**config.mk**
```make
export PLATFORM = sky130hd
export DESIGN_NAME = decode_operand_fetch_flat
export DESIGN_NICKNAME = d
export VERILOG_FILES = /design/src/rtl/decode_operand_fetch_pkg.sv /design/src/rtl/decode_operand_fetch_if.sv /design/src/rtl/decode_operand_fetch_reg_file.sv /design/src/rtl/decode_operand_fetch.sv /design/src/flat_wrapper.sv
export SDC_FILE = /design/constraint.sdc
export NUM_CORES = 1
export LEC_CHECK = 0
export BUFFER_PORTS_ARGS = -buffer_cell sky130_fd_sc_hd__buf_2
export CORE_MARGIN = 5
export CORE_UTILIZATION = 64
export CTS_BUF_LIST = sky130_fd_sc_hd__clkbuf_8
export DETAILED_ROUTE_END_ITERATION = 16
export HOLD_SLACK_MARGIN = 0.06
export PLACE_DENSITY = 0.9
export RECOVER_POWER = 100
export SLEW_MARGIN = 40
export SYNTH_ARGS = -nofsm -noshare
export SYNTH_HDL_FRONTEND = slang
export SYNTH_SLANG_ARGS = --single-unit
```
**constraint.sdc**
```tcl
create_clock -name clk -period 13.45 [get_ports clk]
set_input_delay 2.69 -clock clk [delete_from_list [all_inputs] [get_ports clk]]
set_output_delay 2.69 -clock clk [all_outputs]
set_load 0.02 [all_outputs]
```
**src/rtl/decode_operand_fetch_pkg.sv**
```systemverilog
`default_nettype none
// ============================================================================
//  Module      : decode_operand_fetch_pkg
//  Description : Shared opcode map, instruction field positions, FSM state
//                encoding and opcode classification helpers for the
//                decode / operand-fetch stage.
//  Revision    : 1.0 - initial release
// ============================================================================
package decode_operand_fetch_pkg;

    localparam int NUM_REGS   = 16;
    localparam int DATA_W     = 16;
    localparam int REG_IDX_W  = 4;
    localparam int OPC_W      = 4;
    localparam int MEM_ADDR_W = 8;

    // Instruction field positions
    localparam int OPC_MSB  = 15;
    localparam int OPC_LSB  = 12;
    localparam int DST_MSB  = 11;
    localparam int DST_LSB  = 8;
    localparam int SRC1_MSB = 7;
    localparam int SRC1_LSB = 4;
    localparam int SRC2_MSB = 3;
    localparam int SRC2_LSB = 0;
    localparam int ADDR_MSB = 7;
    localparam int ADDR_LSB = 0;

    typedef enum logic [OPC_W-1:0] {
        OP_NOP   = 4'd0,
        OP_HLT   = 4'd1,
        OP_ADD   = 4'd2,
        OP_SUB   = 4'd3,
        OP_AND   = 4'd4,
        OP_OR    = 4'd5,
        OP_SHL   = 4'd6,
        OP_SHR   = 4'd7,
        OP_CMP   = 4'd8,
        OP_NOT   = 4'd9,
        OP_XOR   = 4'd10,
        OP_RSV11 = 4'd11,
        OP_RSV12 = 4'd12,
        OP_RSV13 = 4'd13,
        OP_LOAD  = 4'd14,
        OP_STORE = 4'd15
    } opcode_t;

    typedef enum logic [1:0] {
        ST_RUN   = 2'd0,
        ST_STALL = 2'd1,
        ST_HALT  = 2'd2
    } state_t;

    // ALU class: opcodes ADD..XOR
    function automatic logic is_alu(input logic [OPC_W-1:0] op);
        return (op >= OP_ADD) && (op <= OP_XOR);
    endfunction

    // Opcodes 11..13 have no meaning and are issued as NOP
    function automatic logic is_defined(input logic [OPC_W-1:0] op);
        return (op < OP_RSV11) || (op > OP_RSV13);
    endfunction

    function automatic logic is_writer(input logic [OPC_W-1:0] op);
        return is_alu(op) || (op == OP_LOAD);
    endfunction

    function automatic logic uses_src1(input logic [OPC_W-1:0] op);
        return is_alu(op) || (op == OP_STORE);
    endfunction

    // NOT is unary, so it never reads its second operand
    function automatic logic uses_src2(input logic [OPC_W-1:0] op);
        return is_alu(op) && (op != OP_NOT);
    endfunction

endpackage
`default_nettype wire

```
**src/rtl/decode_operand_fetch_if.sv**
```systemverilog
`default_nettype none
// ============================================================================
//  Module      : decode_operand_fetch_if
//  Description : Bus between fetch / writeback (master side) and the decode /
//                operand-fetch stage (slave side).
//  Revision    : 1.0 - initial release
// ============================================================================
interface decode_operand_fetch_if;
    import decode_operand_fetch_pkg::*;

    logic [DATA_W-1:0]     instr;
    logic                  instrValid;
    logic                  stall;
    logic                  wbEn;
    logic [REG_IDX_W-1:0]  wbReg;
    logic [DATA_W-1:0]     wbVal;
    logic [OPC_W-1:0]      opcode;
    logic [REG_IDX_W-1:0]  destReg;
    logic [DATA_W-1:0]     srcVal1;
    logic [DATA_W-1:0]     srcVal2;
    logic [MEM_ADDR_W-1:0] memAddr;
    logic                  used1;
    logic                  used2;
    logic                  halted;

    modport master (
        output instr, instrValid, wbEn, wbReg, wbVal,
        input  stall, opcode, destReg, srcVal1, srcVal2, memAddr,
               used1, used2, halted
    );

    modport slave (
        input  instr, instrValid, wbEn, wbReg, wbVal,
        output stall, opcode, destReg, srcVal1, srcVal2, memAddr,
               used1, used2, halted
    );
endinterface
`default_nettype wire

```
**src/rtl/decode_operand_fetch_reg_file.sv**
```systemverilog
`default_nettype none
// ============================================================================
//  Module      : reg_file_16x16
//  Description : 16 x 16-bit register file. Two combinational read ports with
//                same-cycle write bypass, one write port, async reset to 0.
//  Revision    : 1.0 - initial release
// ============================================================================
module reg_file_16x16
    import decode_operand_fetch_pkg::*;
(
    input  wire logic                 clk,
    input  wire logic                 rst,
    input  wire logic                 i_we,
    input  wire logic [REG_IDX_W-1:0] i_waddr,
    input  wire logic [DATA_W-1:0]    i_wdata,
    input  wire logic [REG_IDX_W-1:0] i_raddr1,
    input  wire logic [REG_IDX_W-1:0] i_raddr2,
    output logic      [DATA_W-1:0]    o_rdata1,
    output logic      [DATA_W-1:0]    o_rdata2
);

    logic [DATA_W-1:0] regs_q [NUM_REGS];
    logic [DATA_W-1:0] regs_d [NUM_REGS];

    // Next register contents: only the addressed entry changes on a write
    always_comb begin
        regs_d = regs_q;
        if (i_we) begin
            regs_d[i_waddr] = i_wdata;
        end
    end

    for (genvar gi = 0; gi < NUM_REGS; gi++) begin : g_regs
        // Storage element for one register
        always_ff @(posedge clk or posedge rst) begin
            if (rst) begin
                regs_q[gi] <= '0;
            end else begin
                regs_q[gi] <= regs_d[gi];
            end
        end
    end

    // A value being written this cycle is visible to readers immediately
    assign o_rdata1 = (i_we && (i_waddr == i_raddr1)) ? i_wdata : regs_q[i_raddr1];
    assign o_rdata2 = (i_we && (i_waddr == i_raddr2)) ? i_wdata : regs_q[i_raddr2];

endmodule
`default_nettype wire

```
**src/rtl/decode_operand_fetch.sv**
```systemverilog
`default_nettype none
// ============================================================================
//  Module      : decode_operand_fetch
//  Description : Pipeline stage 2. Decodes the fetched instruction, reads its
//                operands, flags forwarding from the previous ALU result,
//                inserts one bubble on a load-use hazard and parks in HALT
//                after issuing HLT.
//  Revision    : 1.0 - initial release
// ============================================================================
module decode_operand_fetch
    import decode_operand_fetch_pkg::*;
(
    input  wire logic           clk,
    input  wire logic           rst,
    decode_operand_fetch_if.slave bus
);

    state_t                state_q,  state_d;
    logic [DATA_W-1:0]     held_q,   held_d;
    logic [OPC_W-1:0]      opcode_q, opcode_d;
    logic [REG_IDX_W-1:0]  dest_q,   dest_d;
    logic [DATA_W-1:0]     src1_q,   src1_d;
    logic [DATA_W-1:0]     src2_q,   src2_d;
    logic [MEM_ADDR_W-1:0] mem_q,    mem_d;
    logic                  used1_q,  used1_d;
    logic                  used2_q,  used2_d;

    logic [DATA_W-1:0]     w_cur_instr;
    logic [OPC_W-1:0]      w_op_raw;
    logic [REG_IDX_W-1:0]  w_idx1;
    logic [REG_IDX_W-1:0]  w_idx2;
    logic [DATA_W-1:0]     w_rd1;
    logic [DATA_W-1:0]     w_rd2;
    logic                  w_use1;
    logic                  w_use2;
    logic                  w_hazard;
    logic                  w_stall;
    logic                  w_issue;
    logic [OPC_W-1:0]      w_dec_op;
    logic [REG_IDX_W-1:0]  w_dec_dest;
    logic [MEM_ADDR_W-1:0] w_dec_mem;
    logic [DATA_W-1:0]     w_dec_src1;
    logic [DATA_W-1:0]     w_dec_src2;
    logic                  w_dec_used1;
    logic                  w_dec_used2;

    // In STALL the instruction captured at the hazard is the one being issued
    assign w_cur_instr = (state_q == ST_STALL) ? held_q : bus.instr;
    assign w_op_raw    = w_cur_instr[OPC_MSB:OPC_LSB];

    // STORE carries its data register in the destination field
    assign w_idx1 = (w_op_raw == OP_STORE) ? w_cur_instr[DST_MSB:DST_LSB]
                                           : w_cur_instr[SRC1_MSB:SRC1_LSB];
    assign w_idx2 = w_cur_instr[SRC2_MSB:SRC2_LSB];
    assign w_use1 = uses_src1(w_op_raw);
    assign w_use2 = uses_src2(w_op_raw);

    // The registered issue slot is the previously issued instruction
    assign w_hazard = (opcode_q == OP_LOAD) &&
                      ((w_use1 && (w_idx1 == dest_q)) ||
                       (w_use2 && (w_idx2 == dest_q)));

    reg_file_16x16 u_reg_file (
        .clk      (clk),
        .rst      (rst),
        .i_we     (bus.wbEn),
        .i_waddr  (bus.wbReg),
        .i_wdata  (bus.wbVal),
        .i_raddr1 (w_idx1),
        .i_raddr2 (w_idx2),
        .o_rdata1 (w_rd1),
        .o_rdata2 (w_rd2)
    );

    // Decode the current instruction into the fields it would issue with
    always_comb begin
        w_dec_op    = is_defined(w_op_raw) ? w_op_raw : OP_NOP;
        w_dec_dest  = is_writer(w_dec_op) ? w_cur_instr[DST_MSB:DST_LSB] : '0;
        w_dec_mem   = ((w_dec_op == OP_LOAD) || (w_dec_op == OP_STORE))
                      ? w_cur_instr[ADDR_MSB:ADDR_LSB] : '0;
        w_dec_src1  = w_use1 ? w_rd1 : '0;
        w_dec_src2  = w_use2 ? w_rd2 : '0;
        w_dec_used1 = w_use1 && is_alu(opcode_q) && (w_idx1 == dest_q);
        w_dec_used2 = w_use2 && is_alu(opcode_q) && (w_idx2 == dest_q);
    end

    // Next state and issue-slot contents; anything not issued is a NOP bubble
    always_comb begin
        state_d  = state_q;
        held_d   = held_q;
        w_stall  = 1'b0;
        w_issue  = 1'b0;
        opcode_d = OP_NOP;
        dest_d   = '0;
        src1_d   = '0;
        src2_d   = '0;
        mem_d    = '0;
        used1_d  = 1'b0;
        used2_d  = 1'b0;

        case (state_q)
            ST_RUN: begin
                if (bus.instrValid) begin
                    if (w_hazard) begin
                        w_stall = 1'b1;
                        held_d  = bus.instr;
                        state_d = ST_STALL;
                    end else begin
                        w_issue = 1'b1;
                    end
                end
            end
            ST_STALL: begin
                w_issue = 1'b1;
                state_d = ST_RUN;
            end
            ST_HALT: begin
                w_stall = 1'b1;
            end
            default: begin
                state_d = ST_RUN;
            end
        endcase

        if (w_issue) begin
            opcode_d = w_dec_op;
            dest_d   = w_dec_dest;
            src1_d   = w_dec_src1;
            src2_d   = w_dec_src2;
            mem_d    = w_dec_mem;
            used1_d  = w_dec_used1;
            used2_d  = w_dec_used2;
            if (w_dec_op == OP_HLT) begin
                state_d = ST_HALT;
            end
        end
    end

    // Stage registers and FSM state
    always_ff @(posedge clk or posedge rst) begin
        if (rst) begin
            state_q  <= ST_RUN;
            held_q   <= '0;
            opcode_q <= '0;
            dest_q   <= '0;
            src1_q   <= '0;
            src2_q   <= '0;
            mem_q    <= '0;
            used1_q  <= 1'b0;
            used2_q  <= 1'b0;
        end else begin
            state_q  <= state_d;
            held_q   <= held_d;
            opcode_q <= opcode_d;
            dest_q   <= dest_d;
            src1_q   <= src1_d;
            src2_q   <= src2_d;
            mem_q    <= mem_d;
            used1_q  <= used1_d;
            used2_q  <= used2_d;
        end
    end

    assign bus.stall   = w_stall;
    assign bus.opcode  = opcode_q;
    assign bus.destReg = dest_q;
    assign bus.srcVal1 = src1_q;
    assign bus.srcVal2 = src2_q;
    assign bus.memAddr = mem_q;
    assign bus.used1   = used1_q;
    assign bus.used2   = used2_q;
    assign bus.halted  = (state_q == ST_HALT);

endmodule
`default_nettype wire

```
**src/flat_wrapper.sv**
```systemverilog
// flat-port wrapper written by rule: the top's interface ports become plain ports
module decode_operand_fetch_flat import decode_operand_fetch_pkg::*;
  (clk, rst, bus_instr, bus_instrValid, bus_wbEn, bus_wbReg, bus_wbVal, bus_stall, bus_opcode, bus_destReg, bus_srcVal1, bus_srcVal2, bus_memAddr, bus_used1, bus_used2, bus_halted);
  decode_operand_fetch_if bus_i ();
  input  wire logic clk;
  input  wire logic rst;
  input wire logic [$bits(bus_i.instr)-1:0] bus_instr;
  input wire logic [$bits(bus_i.instrValid)-1:0] bus_instrValid;
  input wire logic [$bits(bus_i.wbEn)-1:0] bus_wbEn;
  input wire logic [$bits(bus_i.wbReg)-1:0] bus_wbReg;
  input wire logic [$bits(bus_i.wbVal)-1:0] bus_wbVal;
  output wire logic [$bits(bus_i.stall)-1:0] bus_stall;
  output wire logic [$bits(bus_i.opcode)-1:0] bus_opcode;
  output wire logic [$bits(bus_i.destReg)-1:0] bus_destReg;
  output wire logic [$bits(bus_i.srcVal1)-1:0] bus_srcVal1;
  output wire logic [$bits(bus_i.srcVal2)-1:0] bus_srcVal2;
  output wire logic [$bits(bus_i.memAddr)-1:0] bus_memAddr;
  output wire logic [$bits(bus_i.used1)-1:0] bus_used1;
  output wire logic [$bits(bus_i.used2)-1:0] bus_used2;
  output wire logic [$bits(bus_i.halted)-1:0] bus_halted;
  assign bus_i.instr = bus_instr;
  assign bus_i.instrValid = bus_instrValid;
  assign bus_i.wbEn = bus_wbEn;
  assign bus_i.wbReg = bus_wbReg;
  assign bus_i.wbVal = bus_wbVal;
  assign bus_stall = bus_i.stall;
  assign bus_opcode = bus_i.opcode;
  assign bus_destReg = bus_i.destReg;
  assign bus_srcVal1 = bus_i.srcVal1;
  assign bus_srcVal2 = bus_i.srcVal2;
  assign bus_memAddr = bus_i.memAddr;
  assign bus_used1 = bus_i.used1;
  assign bus_used2 = bus_i.used2;
  assign bus_halted = bus_i.halted;
  decode_operand_fetch u_core (.clk(clk), .rst(rst), .bus(bus_i));
endmodule
```
Yosys cells after proc, flatten, opt, wreduce, memory -nomap -nowiden

Cells that the tools add are included.

Flip-flop bits (word level): 324
Output and inout bits: 52
Word-level logic and storage cells: 109

$lt $le $gt $ge: 12
Equal/unequal tests: 12
Mux-type cells: 36
Bitwise logic cells: 3
Reductions and logical operators: 21

Operators with widths:

| kind               | count |
|---|---|
| $bwmux 256         | 1 |
| $mux 16            | 12 |
| $bmux 16 s4        | 2 |
| $demux 16 s4       | 1 |
| $mux 4             | 5 |
| $eq 4x4->1         | 4 |
| $eq 4x4->1 const B | 4 |
| $mux 8             | 2 |
| $ge 5x5->1 const B | 3 |
| $not 4->5          | 3 |
| $logic_and 1x1->1  | 14 |
| $ge 4x2->1 const B | 3 |
| $le 4x4->1 const B | 3 |
| $mux 2             | 4 |
| $mux 1             | 6 |
| $logic_or 1x1->1   | 5 |
| $lt 5x1->1 const B | 1 |
| $eq 4x1->1 const B | 1 |
| $gt 4x4->1 const B | 1 |
| $lt 4x4->1 const B | 1 |
| $ne 4x4->1 const B | 1 |
| $pmux 1 s2         | 2 |
| $pmux 2 s2         | 1 |
| $reduce_and 3->1   | 1 |
| other kinds (3)    | 3 |

Depth between registers and ports, before layout

Depth in word-level cells: 13
Depth in mapped cells: 13
Mapped depth without buffers: 8

Cells and area by module

From an unflattened synthesis, not the netlist that was laid out.

Cells, all modules: 1208
Area, all modules: 17690.7 um^2

Modules (own cells, without submodules):

| module               | instances | cells an instance | area each (um^2) | sequential area each (um^2) |
|---|---|---|---|---|
| reg_file_16x16       | 1         | 887               | 14206.1          | 6406.1 |
| decode_operand_fetch | 1         | 321               | 3484.6           | 1701.6 |

Worst setup path after synthesis

OpenSTA, ideal clock, no wires.

Path type: input port to output port
Start: input port bus_instr[13]
End: output port bus_stall
Arrival: 4.908 ns
Required time: 10.760 ns
Path slack: 5.852 ns
Cell stages on the path: 11
Buffers on the path: 3
Cells stage by stage: nand2_1 mux2i_4 buf_2 a21oi_1 or2_2 xnor2_1 or3_1 a2111o_1 buf_6 buf_6 nand2_1

Cells in the longest elaborated chain, start to end: 10

Ends and longest elaborated chain:

| item                                               | RTL line                                                   | RTL |
|---|---|---|
| start: declaration                                 | flat_wrapper.sv:7                                          | `input wire logic [$bits(bus_i.instr)-1:0] bus_instr;` |
| $mux 16 (*)                                        | decode_operand_fetch.sv:48                                 | `assign w_cur_instr = (state_q == ST_STALL) ? held_q : bus.instr;` |
| $ge 4x2->1, or another cell as far along           | decode_operand_fetch_pkg.sv:56                             | `return (op >= OP_ADD) && (op <= OP_XOR);` |
| $logic_and 1x1->1 / $mux 4 (equally long branches) | decode_operand_fetch_pkg.sv:56, decode_operand_fetch.sv:52 |  |
| $logic_or 1x1->1, or another cell as far along     | decode_operand_fetch_pkg.sv:69                             | `return is_alu(op) \|\| (op == OP_STORE);` |
| $logic_and 1x1->1 (on tied branches)               | decode_operand_fetch.sv:60, decode_operand_fetch.sv:61     |  |
| $logic_or 1x1->1 (*)                               | decode_operand_fetch.sv:60                                 | `((w_use1 && (w_idx1 == dest_q)) \|\|` |
| $logic_and 1x1->1 (*)                              | decode_operand_fetch.sv:59                                 | `assign w_hazard = (opcode_q == OP_LOAD) &&` |
| $mux 1 (*)                                         | decode_operand_fetch.sv:104                                | `if (w_hazard) begin` |
| $mux 1 (*)                                         | decode_operand_fetch.sv:103                                | `if (bus.instrValid) begin` |
| $pmux 1 s2 (*)                                     | decode_operand_fetch.sv:101                                | `case (state_q)` |
| end: declaration                                   | flat_wrapper.sv:12                                         | `output wire logic [$bits(bus_i.stall)-1:0] bus_stall;` |

Every way passes the cells marked *; elsewhere a longest branch is shown, timed or not.

Worst setup path after layout

Start: input port bus_instr[0]
End: output port bus_stall

Cells in the longest elaborated chain, start to end: 8

Ends and longest elaborated chain:

| item              | RTL line                    | RTL |
|---|---|---|
| $mux 16           | decode_operand_fetch.sv:48  |  |
| $eq 4x4->1        | decode_operand_fetch.sv:61  | `(w_use2 && (w_idx2 == dest_q)));` |
| $logic_and 1x1->1 | decode_operand_fetch.sv:61  |  |
| $logic_or 1x1->1  | decode_operand_fetch.sv:60  |  |
| $logic_and 1x1->1 | decode_operand_fetch.sv:59  |  |
| $mux 1            | decode_operand_fetch.sv:104 |  |
| $mux 1            | decode_operand_fetch.sv:103 |  |
| $pmux 1 s2        | decode_operand_fetch.sv:101 |  |

Every way passes these cells.

==> results.md <==
- Detailed Route Iter0 Violations: 1680
- Worst EP required: 10.76 ns
- CP startpoint: bus_instr[0]
- CTS tree: done
- Crit path arrival time: approximately 7.0 ns
- Max_slew headroom: -3.621
- Setup repair bufs after CTS: 0
- Failing checks: capacitance limit, slew limit
- GRT Total Usage: 0.3123
- PwrDens: 141.2 mW/mm^2
- Met3 wire length: 5414 um
- Crit start category: primary input
- Internal reg-to-reg setup slack: about 5 ns
- Worst-skew pair later-pin latency: 0.60 ns
- CP cell instances: clkbuf_1 > mux2i_4 > clkbuf_1 > xnor2_1 > nor4_1 > nand2_1 > a2111o_1 > nand2_1 > clkbuf_1
- First-pass GRT wire length: 75130 um
- Final #Nets: 1430
- Layout Skew: about 0.03 ns
- Row cnt: 60
- Achievable Freq: 102.8 MHz
- Clk sinks: between 300 and 400
- DRC viols: 0
- Final wirelength: 47970 um
- Worst path slowest cell: clkbuf_1
- Layout cells sized above 1: 0.3520
- Drt pass-1 iters: 5
- Synthesis Warnings: 0
- Worst r2r path cells: 9
- Starting Density: 0.6454
- Yosys cell types: just over 50
- Setup TNS: 0 ns
- Die width: ~170 um
- Post-Syn Instances: between 1000 and 1500
- Post-CTS sizing: 0
- Root Buffer: clkbuf_8
- Number of port buffers: 91
- Synth cell count leaders: 324 x dfrtp_1, 305 x mux2_2, 97 x clkbuf_1, 69 x a2111oi_0
- CP Capture Type: output pin
- Fraction of registers with async set/reset: 1.000
- Slew Viols, Final: 383
- Max Cap Viol: 13
- Total global routing overflow: 0
- # diodes: 0
- CTS Hold Bufs: 0
- Net Count, Synth: between 1000 and 1500
- Top-Level Pins: slightly above 90
- Worst Hold Class: reg2reg
- Clk buf depth: 3
- Yosys top cell by area: dfrtp_1
- Antenna-violating nets left: 0
- Pleak: 8.208 nW
- Syn_area_per_cell: 12.93 sq um
- Num CTS Buffers: between 50 and 60
- Critical path fanouts, max: 34
- Maximum vdd drop: around 85 uV
- # H-tree levels: 2
- Largest cells by area after synthesis: dfrtp_1 47%, mux2_2 20%, mux4_2 8.3%
- Vias in the first global route: 13160
- HPWL after DPL: 27330 um
- Routability Congestion: 0.8908
- Least-Margin Pin Slew: 6.894 ns
- Crit Path Category: in2out
- Synth top area share: 0.4687
- DR top layer: met4
- Die Ht: 174.4 um
- Tmin final: roughly 9.7 ns
- Largest net degree at the start of global routing: 170
- Mapped Area: 0.01730 sq mm
- Setup WS pre-CTS: around 4.4 ns
- CP endpoint: bus_stall
- Met1 wire length: 18490 um
- Final hold vios: 0
- RSZ-0062 raised after global routing: no
- Run status: finished with violations
- CTS clk-pin slew, worst paths: 0.06 ns
- Initial antenna violation count: 0
- Most common cell on crit path: clkbuf_1
- Yosys reg bits: 324
- # fillers: 1824
- DR WL/cell: between 20 and 30 um
- Final setup margin: 3.725 ns
- Layout area overhead: 9.137%
- Worst r2r src: u_core.state_q[0]$_DFF_PP0_
- # setup viols final: 0
- Slowest stage delay, CP: 2.16 ns
- Post-synth top flop: dfrtp_1
- Die ar.: roughly 0.030 sq mm
- Vias per inst: 7.244
- Crit share post-route: 0.7230
- Vias: 12800
- Routed wl met2: ~22000 um
- Core box area: 0.02680 sq mm
- Most numerous cell in the Yosys netlist: dfrtp_1
- Sequential cell area fraction in the yosys report: 0.4687
- RR Endpoint: u_core.bus.srcVal2[4]$_DFF_PP0_
- EDFF count, synth: 0
==> sequential cells by signal (all words and copies together) (netlist names) <==
| register | count |
|---|---|
| u_core.held_q | 16 |
| u_core.bus.used1 | 1 |
| u_core.bus.srcVal1 | 16 |
| u_core.u_reg_file.regs_q | 256 |
| u_core.bus.opcode | 4 |
| u_core.state_q | 2 |
| u_core.bus.destReg | 4 |
| u_core.bus.used2 | 1 |
| u_core.bus.memAddr | 8 |
| u_core.bus.srcVal2 | 16 |
==> per-layer routing <==
metal | vias up | global-route usage
met2 | 872 | 0.4657
met1 | 6454 | 0.4301
li1 | 5300 | -
met3 | 175 | 0.07851
met5 | - | 0
met4 | 0 | 0.1564
==> worst min path at each step <==
stage	startpoint	to	slack, ns	cells after the start
CTS	u_core.held_q[11]$_DFFE_PP0P_	u_core.held_q[11]$_DFFE_PP0P_	0.51	1
detailed placement	u_core.held_q[11]$_DFFE_PP0P_	u_core.held_q[11]$_DFFE_PP0P_	0.50	1
finish	u_core.held_q[4]$_DFFE_PP0P_	u_core.held_q[4]$_DFFE_PP0P_	0.51	1
global route	u_core.held_q[11]$_DFFE_PP0P_	u_core.held_q[11]$_DFFE_PP0P_	0.53	1
global placement	u_core.held_q[8]$_DFFE_PP0P_	u_core.held_q[8]$_DFFE_PP0P_	0.49	1
floorplan	u_core.held_q[11]$_DFFE_PP0P_	u_core.held_q[11]$_DFFE_PP0P_	0.48	1
==> final cells by class <==
| cell class | count | area (sq um) | share of cell area |
|---|---|---|---|
| multi-input combinational | 882 | 8700 | 0.4609 |
| sequential | 324 | 8108 | 0.4295 |
| timing repair buffer | 122 | 603.1 | 0.03195 |
| clock buffer | 66 | 908.4 | 0.04812 |
| clock inverter | 24 | 100.1 | 0.005303 |
| inverter | 8 | 31.28 | 0.001657 |
| tap | 341 | 426.7 | 0.02260 |
==> worst max-delay path: cells and delay by family <==
kind / cells / cell delay (ns)
xor+xnor: 1 / 0.23
compound gates: 1 / 0.74
buf+inv: 3 / 2.51
simple gates: 3 / 0.71
mux: 1 / 0.13
==> through the flow <==
stage | instance area (sq um) | instances | total power [mW] | hold slack (ns) | utilization
after floorplan | 17300 | 1338 | 1.691 | 0.4786 | -
after global placement | 18020 | 1676 | 1.792 | 0.4915 | 0.6723
after detailed placement | 18080 | 1676 | 1.839 | 0.4976 | 0.6747
after CTS | 19090 | 1766 | 2.662 | 0.5117 | 0.7124
after global routing | 18880 | 1767 | 2.780 | 0.5315 | 0.7043
final | 18880 | 1767 | 2.666 | 0.5102 | 0.7043
==> report_power, final <==
group	switching, mW	internal, mW
sequential	0.138	1.16
clock	0.389	0.437
combinational	0.234	0.312
total	0.761	1.91
==> cell families (layout without fill, tap and decap cells) <==
family,Yosys count,after routing,share of synthesized area
AO/OA/AOI/OAI,197,197,0.09274
XOR/XNOR,11,11,0.005570
buffers and inverters,132,220,0.03212
flip-flops,324,324,0.4688
multiplexers,444,444,0.3300
AND/OR/NAND/NOR,230,230,0.07082
==> cell usage in the layout (no fill, tap or decap), drive strengths merged, types with 23 or more instances in the layout <==
master | netlist | layout
a2111oi | 70 | 70
a211oi | 23 | 23
and3 | 64 | 64
buf | 26 | 49
clkbuf | 98 | 139
dfrtp | 324 | 324
inv | 8 | 29
mux2 | 313 | 313
mux2i | 67 | 67
mux4 | 64 | 64
nand2 | 52 | 52
nor2 | 31 | 31
Power figures use the tool's default switching activity.
